### config.mk
export PLATFORM = sky130hd
export DESIGN_NAME = axis_tx_arbiter
export DESIGN_NICKNAME = d
export VERILOG_FILES = /design/src/rtl/axis_tx_arb_pkg.sv /design/src/rtl/rsp_id_fifo.sv /design/src/rtl/axis_tx_arbiter.sv
export SDC_FILE = /design/constraint.sdc
export NUM_CORES = 1
export LEC_CHECK = 0
export BUFFER_PORTS_ARGS = -buffer_cell sky130_fd_sc_hd__buf_2
export CORE_ASPECT_RATIO = 0.7
export CORE_MARGIN = 1.5
export CORE_UTILIZATION = 39
export DETAILED_ROUTE_END_ITERATION = 16
export PLACE_DENSITY = 0.81
export SLEW_MARGIN = 15
export SYNTH_ARGS = -nofsm -noshare
export SYNTH_HDL_FRONTEND = slang
export SYNTH_SLANG_ARGS = --single-unit
### constraint.sdc
create_clock -name tx_user_clk_i -period 2.9 [get_ports tx_user_clk_i]
set_clock_uncertainty 0.2 [all_clocks]
set_input_delay 0.145 -clock tx_user_clk_i [delete_from_list [all_inputs] [get_ports tx_user_clk_i]]
set_output_delay 0.145 -clock tx_user_clk_i [all_outputs]
set_load 0.05 [all_outputs]
### src/rtl/axis_tx_arb_pkg.sv
// Shared types and defaults for the two-source frame arbiter in front of pcs_top.
// Holds the arbitration state encoding, requester id type and the round-robin pick rule.
package axis_tx_arb_pkg;

  localparam int P_DATA_W_DEF    = 32;
  localparam int P_VLDB_W_DEF    = 2;
  localparam int P_RSP_DEPTH_DEF = 4;

  typedef enum logic {
    IDLE = 1'b0,
    BUSY = 1'b1
  } arb_state_t;

  typedef logic req_id_t;

  // A tie goes to whoever did not win last; otherwise the lone requester wins.
  function automatic req_id_t rr_pick(logic v0, logic v1, req_id_t rr_last);
    return (v0 && v1) ? ~rr_last : v1;
  endfunction

endpackage

### src/rtl/rsp_id_fifo.sv
// Small synchronous FIFO of requester ids, one entry per frame awaiting its response.
// Simultaneous push and pop are both honoured, including when full.
module rsp_id_fifo
  import axis_tx_arb_pkg::*;
#(
  parameter int  P_DEPTH = 4,
  localparam int AW      = $clog2(P_DEPTH),
  localparam int CW      = AW + 1
) (
  input  logic          clk,
  input  logic          rst,
  input  logic          push,
  input  req_id_t       push_id,
  input  logic          pop,
  output req_id_t       head_id,
  output logic          full,
  output logic          empty,
  output logic [CW-1:0] count
);

  req_id_t       mem [P_DEPTH];
  logic [AW-1:0] wr_ptr;
  logic [AW-1:0] rd_ptr;
  logic          do_push;
  logic          do_pop;

  assign full    = (count == CW'(P_DEPTH));
  assign empty   = (count == '0);
  assign do_pop  = pop && !empty;
  assign do_push = push && (!full || do_pop);
  assign head_id = mem[rd_ptr];

  // NOTE: the storage array is deliberately not reset; pointers and count alone define valid entries.
  always_ff @(posedge clk) begin
    if (do_push) mem[wr_ptr] <= push_id;
  end

  // NOTE: sequential state uses non-blocking assignment so every register samples pre-edge values.
  always_ff @(posedge clk) begin
    if (rst) begin
      wr_ptr <= '0;
      rd_ptr <= '0;
      count  <= '0;
    end else begin
      if (do_push) wr_ptr <= wr_ptr + AW'(1);
      if (do_pop)  rd_ptr <= rd_ptr + AW'(1);
      count <= count + CW'(do_push) - CW'(do_pop);
    end
  end

endmodule

### src/rtl/axis_tx_arbiter.sv
// Frame-level round-robin arbiter sharing the pcs_top AXIS tx port between two sources,
// routing each per-frame response back to the source that sent the frame.
module axis_tx_arbiter
  import axis_tx_arb_pkg::*;
#(
  parameter int  P_DATA_W    = P_DATA_W_DEF,
  parameter int  P_VLDB_W    = P_VLDB_W_DEF,
  parameter int  P_RSP_DEPTH = P_RSP_DEPTH_DEF,
  localparam int CW          = $clog2(P_RSP_DEPTH) + 1
) (
  input  logic                tx_user_clk_i,
  input  logic                tx_user_rst_i,
  input  logic [P_DATA_W-1:0] s0_tx_data_i,
  input  logic [P_VLDB_W-1:0] s0_tx_vldb_i,
  input  logic                s0_tx_valid_i,
  input  logic                s0_tx_last_i,
  input  logic                s0_tx_user_i,
  output logic                s0_tx_ready_o,
  output logic                s0_tx_status_o,
  output logic                s0_tx_rsp_valid_o,
  input  logic [P_DATA_W-1:0] s1_tx_data_i,
  input  logic [P_VLDB_W-1:0] s1_tx_vldb_i,
  input  logic                s1_tx_valid_i,
  input  logic                s1_tx_last_i,
  input  logic                s1_tx_user_i,
  output logic                s1_tx_ready_o,
  output logic                s1_tx_status_o,
  output logic                s1_tx_rsp_valid_o,
  output logic [P_DATA_W-1:0] m_tx_data_o,
  output logic [P_VLDB_W-1:0] m_tx_vldb_o,
  output logic                m_tx_valid_o,
  output logic                m_tx_last_o,
  output logic                m_tx_user_o,
  input  logic                m_tx_ready_i,
  input  logic                m_tx_status_i,
  input  logic                m_tx_rsp_valid_i,
  output logic [CW-1:0]       rsp_pending_o,
  output logic                rsp_orphan_o
);

  arb_state_t state;
  req_id_t    gnt_id;
  req_id_t    rr_last;
  req_id_t    pick;
  req_id_t    head_id;
  logic       fifo_full;
  logic       fifo_empty;
  logic       grant;
  logic       rsp_pop;
  logic       frame_done;

  // Full comes from the registered count, so a same-cycle response does not unblock a grant.
  assign pick       = rr_pick(s0_tx_valid_i, s1_tx_valid_i, rr_last);
  assign grant      = (state == IDLE) && !fifo_full && (s0_tx_valid_i || s1_tx_valid_i);
  assign rsp_pop    = m_tx_rsp_valid_i && !fifo_empty;
  assign frame_done = m_tx_valid_o && m_tx_ready_i && m_tx_last_o;

  always_ff @(posedge tx_user_clk_i) begin
    if (tx_user_rst_i) begin
      state        <= IDLE;
      gnt_id       <= 1'b0;
      rr_last      <= 1'b1;
      rsp_orphan_o <= 1'b0;
    end else begin
      if (state == IDLE) begin
        if (grant) begin
          state   <= BUSY;
          gnt_id  <= pick;
          rr_last <= pick;
        end
      end else if (frame_done) begin
        state <= IDLE;
      end
      if (m_tx_rsp_valid_i && fifo_empty) rsp_orphan_o <= 1'b1;
    end
  end

  // NOTE: every output gets a default before any branch so no path can infer a latch.
  always_comb begin
    m_tx_data_o   = '0;
    m_tx_vldb_o   = '0;
    m_tx_valid_o  = 1'b0;
    m_tx_last_o   = 1'b0;
    m_tx_user_o   = 1'b0;
    s0_tx_ready_o = 1'b0;
    s1_tx_ready_o = 1'b0;
    if (state == BUSY) begin
      if (gnt_id) begin
        m_tx_data_o   = s1_tx_data_i;
        m_tx_vldb_o   = s1_tx_vldb_i;
        m_tx_valid_o  = s1_tx_valid_i;
        m_tx_last_o   = s1_tx_last_i;
        m_tx_user_o   = s1_tx_user_i;
        s1_tx_ready_o = m_tx_ready_i;
      end else begin
        m_tx_data_o   = s0_tx_data_i;
        m_tx_vldb_o   = s0_tx_vldb_i;
        m_tx_valid_o  = s0_tx_valid_i;
        m_tx_last_o   = s0_tx_last_i;
        m_tx_user_o   = s0_tx_user_i;
        s0_tx_ready_o = m_tx_ready_i;
      end
    end
  end

  assign s0_tx_rsp_valid_o = rsp_pop && !head_id;
  assign s1_tx_rsp_valid_o = rsp_pop && head_id;
  assign s0_tx_status_o    = s0_tx_rsp_valid_o && m_tx_status_i;
  assign s1_tx_status_o    = s1_tx_rsp_valid_o && m_tx_status_i;

  rsp_id_fifo #(
    .P_DEPTH (P_RSP_DEPTH)
  ) u_rsp_id_fifo (
    .clk     (tx_user_clk_i),
    .rst     (tx_user_rst_i),
    .push    (grant),
    .push_id (pick),
    .pop     (rsp_pop),
    .head_id (head_id),
    .full    (fifo_full),
    .empty   (fifo_empty),
    .count   (rsp_pending_o)
  );

endmodule

==> results.cfg <==
[timing]
setup_violations = 0
slew_headroom = 0.581
fin_crit_sh = 0.779
fmax_mhz = 443
tns_ns = 0
finalMaxSlewViolations = 0
period_minus_slack_ns = 2.26
rsz0062_at_grt = no
hold_violations = 0
tightest_slew_ns = 0.629
setup_ws_ns = 0.640

[synth]
yosysUniqueCellTypes = 34
synthesis.area_um2 = 1490
synth_edf_count = 4
synthCells = 164
yosys_most_used_dff = dfxtp_1
seq_area_frac_synth = 0.255
syn_avg_cell_area_um2 = 9.09
synth_seq_cells = 17
async_flop_share = 0
synth_warnings = 0
syn_nets = 250

[status]
status = complete, no violations

[place]
portBuffers = 125
place_congestion = 0.793
dp_slack_ns = 0.638
place_area_um2 = 2160
placed_cells = 331
hpwl_mm = 3.45

[routing]
antenna_left = 0
postRouteWirelength_mm = 4.24
wl_per_cell_um = 12.6
dr.pass1.iters = 4
vias = 1556
remaining_drc_errors = 0
vias_per_cell = 4.63
drtIter0Drc = 30

[setup_path]
rrSetupSlack_ns = 0.64
crit_path_end = u_rsp_id_fifo.count[2]$_SDFF_PP0_
cp.required_ns = 2.84
reg2reg_to = u_rsp_id_fifo.count[2]$_SDFF_PP0_
critPathMaxFanout = 7
end_kind = flip-flop
r2r-start = u_rsp_id_fifo.count[1]$_SDFF_PP0_
startpoint = u_rsp_id_fifo.count[1]$_SDFF_PP0_
r2r_cells = 7
worst-setup-path-type = flip-flop to flip-flop
arrival_ns = 2.20
cp-start-kind = flip-flop

[grt]
grt_pass1_vias = 1325
antenna_found_initial = 0
grt-ovfl-total = 0
grt_max_degree = 44
grt_pass1_wl_mm = 6.11
grt.total_usage = 0.187

[power_and_ir_drop]
p_sw_frac = 0.515
ir_drop_mv = 0.305
intPower_w = 0.000767
cellPowerDensity_nw_per_um2 = 712
pwr-share-seq = 0.242
p_switching_w = 0.000813
clkPwrFrac = 0.110
combPwrFrac = 0.648
leakagePower_nw = 1.11

[run]
drv_cap = 0

[finish]
antenna_cells = 0
area_delta_synth_final_pct = 48.8
final_nets = 373
final_cell_count_no_fill = 336
fin_util = 0.620
final_common_cell = buf_2
stdcell_area_um2 = 2220
final_cell_mix = buf_2, nor2b_1, mux2i_1
drive_gt1_frac = 0.493

[clocking]
numCtsBuffers = 3
cts_tree = done
clkTransAtPathRegs_ns = 0.06
cts_sinks = 17
post-cts-setup-buffers = 0
clock-root-buffer = clkbuf_8
htree_levels = 1
cts_max_path_buffers = 2
clock_latency_ns = 0.25

[floorplan]
num_rows = 18
io_pins = 126
die_w_um = 76.9
die-area_um2 = 4210
coreArea_um2 = 3580
die_h_um = 54.7
start_util = 0.416

[hold_path]
hp-class = input pin to flip-flop
routing by layer:
metal,vias to the layer above,wire length [um],global-route usage
li1,800,-,-
met1,695,1720,0.230
met2,55,2160,0.327
met3,6,303,0.0517
met4,0,50,0.0617
met5,-,0,0
cells by family after synthesis:
logic type / share of synthesized area
muxes: 0.280
DFF: 0.255
buffers and inverters: 0.0487
and+or+nand+nor: 0.298
adders and majority gates: 0.0638
xor gates and xnor gates: 0.0235
AOI/OAI and AO/OA: 0.0310
worst max-delay path, stage by stage (launching register included):
cell and delay, ns:
dfxtp_1 0.39, o31a_2 0.42, ha_1 0.29, inv_1 0.04
ha_1 0.18, fa_1 0.40, xnor2_1 0.18, nor2_1 0.05
power groups by stage:
| stage | sequential (W) | clock (W) | combinational, W |
|---|---|---|---|
| 6_report | 0.000382 | 0.000174 | 0.00102 |
| 5_1_grt | 0.000394 | 0.000187 | 0.00111 |
| 4_1_cts | 0.000383 | 0.000175 | 0.00103 |
| 3_5_place_dp | 0.000388 | 0 | 0.00103 |
| 3_3_place_gp | 0.000382 | 0 | 0.00100 |
| 2_1_floorplan | 0.000420 | 0 | 0.000745 |
per-stage QoR:
stage | power [W] | hold slack (ns)
global placement | 0.00138 | 0.215
floorplan | 0.00117 | 0.0857
detailed placement | 0.00141 | 0.237
CTS | 0.00159 | 0.0325
finish | 0.00158 | 0.0354
global route | 0.00169 | 0.0563
final cells by class:
cell class	instances	area [um^2]
Clock buffer	4	45.0
Fill cell	321	1360
Inverter	7	28.8
Multi-Input combinational cell	130	1040
Sequential cell	17	382
Tap cell	50	62.6
Timing Repair Buffer	128	663
how the worst min path moves through the flow:
stage | from | to | slack (ns) | cells after the start
after floorplan | m_tx_rsp_valid_i | rsp_orphan_o$_SDFFE_PP0P_ | 0.09 | 2
after global placement | m_tx_rsp_valid_i | rsp_orphan_o$_SDFFE_PP0P_ | 0.21 | 3
after detailed placement | m_tx_rsp_valid_i | rsp_orphan_o$_SDFFE_PP0P_ | 0.24 | 3
after CTS | s1_tx_valid_i | gnt_id$_SDFFE_PP0P_ | 0.03 | 3
after global routing | tx_user_rst_i | rsp_orphan_o$_SDFFE_PP0P_ | 0.06 | 2
final | tx_user_rst_i | u_rsp_id_fifo.count[2]$_SDFF_PP0_ | 0.04 | 2
cells in the mapped netlist (all sizes together), types with 2 or more instances:
master / instances / share of area
nor2: 10 / 0.025
o31a: 2 / 0.013
mux2i: 38 / 0.26
nand2: 3 / 0.0075
buf: 5 / 0.017
and2: 6 / 0.029
edfxtp: 4 / 0.081
nand2b: 3 / 0.013
clkbuf: 5 / 0.013
nor2b: 40 / 0.17
and3: 2 / 0.0084
dfxtp: 13 / 0.17
nor3b: 2 / 0.013
xnor2: 3 / 0.018
a21oi: 2 / 0.0067
inv: 7 / 0.019
ha: 6 / 0.050
timing repair:
item                                    4_1_cts  5_1_grt
endpoints found under the hold margin         1        0
endpoints found under the setup margin        0        0
hold buffers                                  1        0
resized for setup                             0        0
No activity file was read; power rests on OpenSTA's default activity.
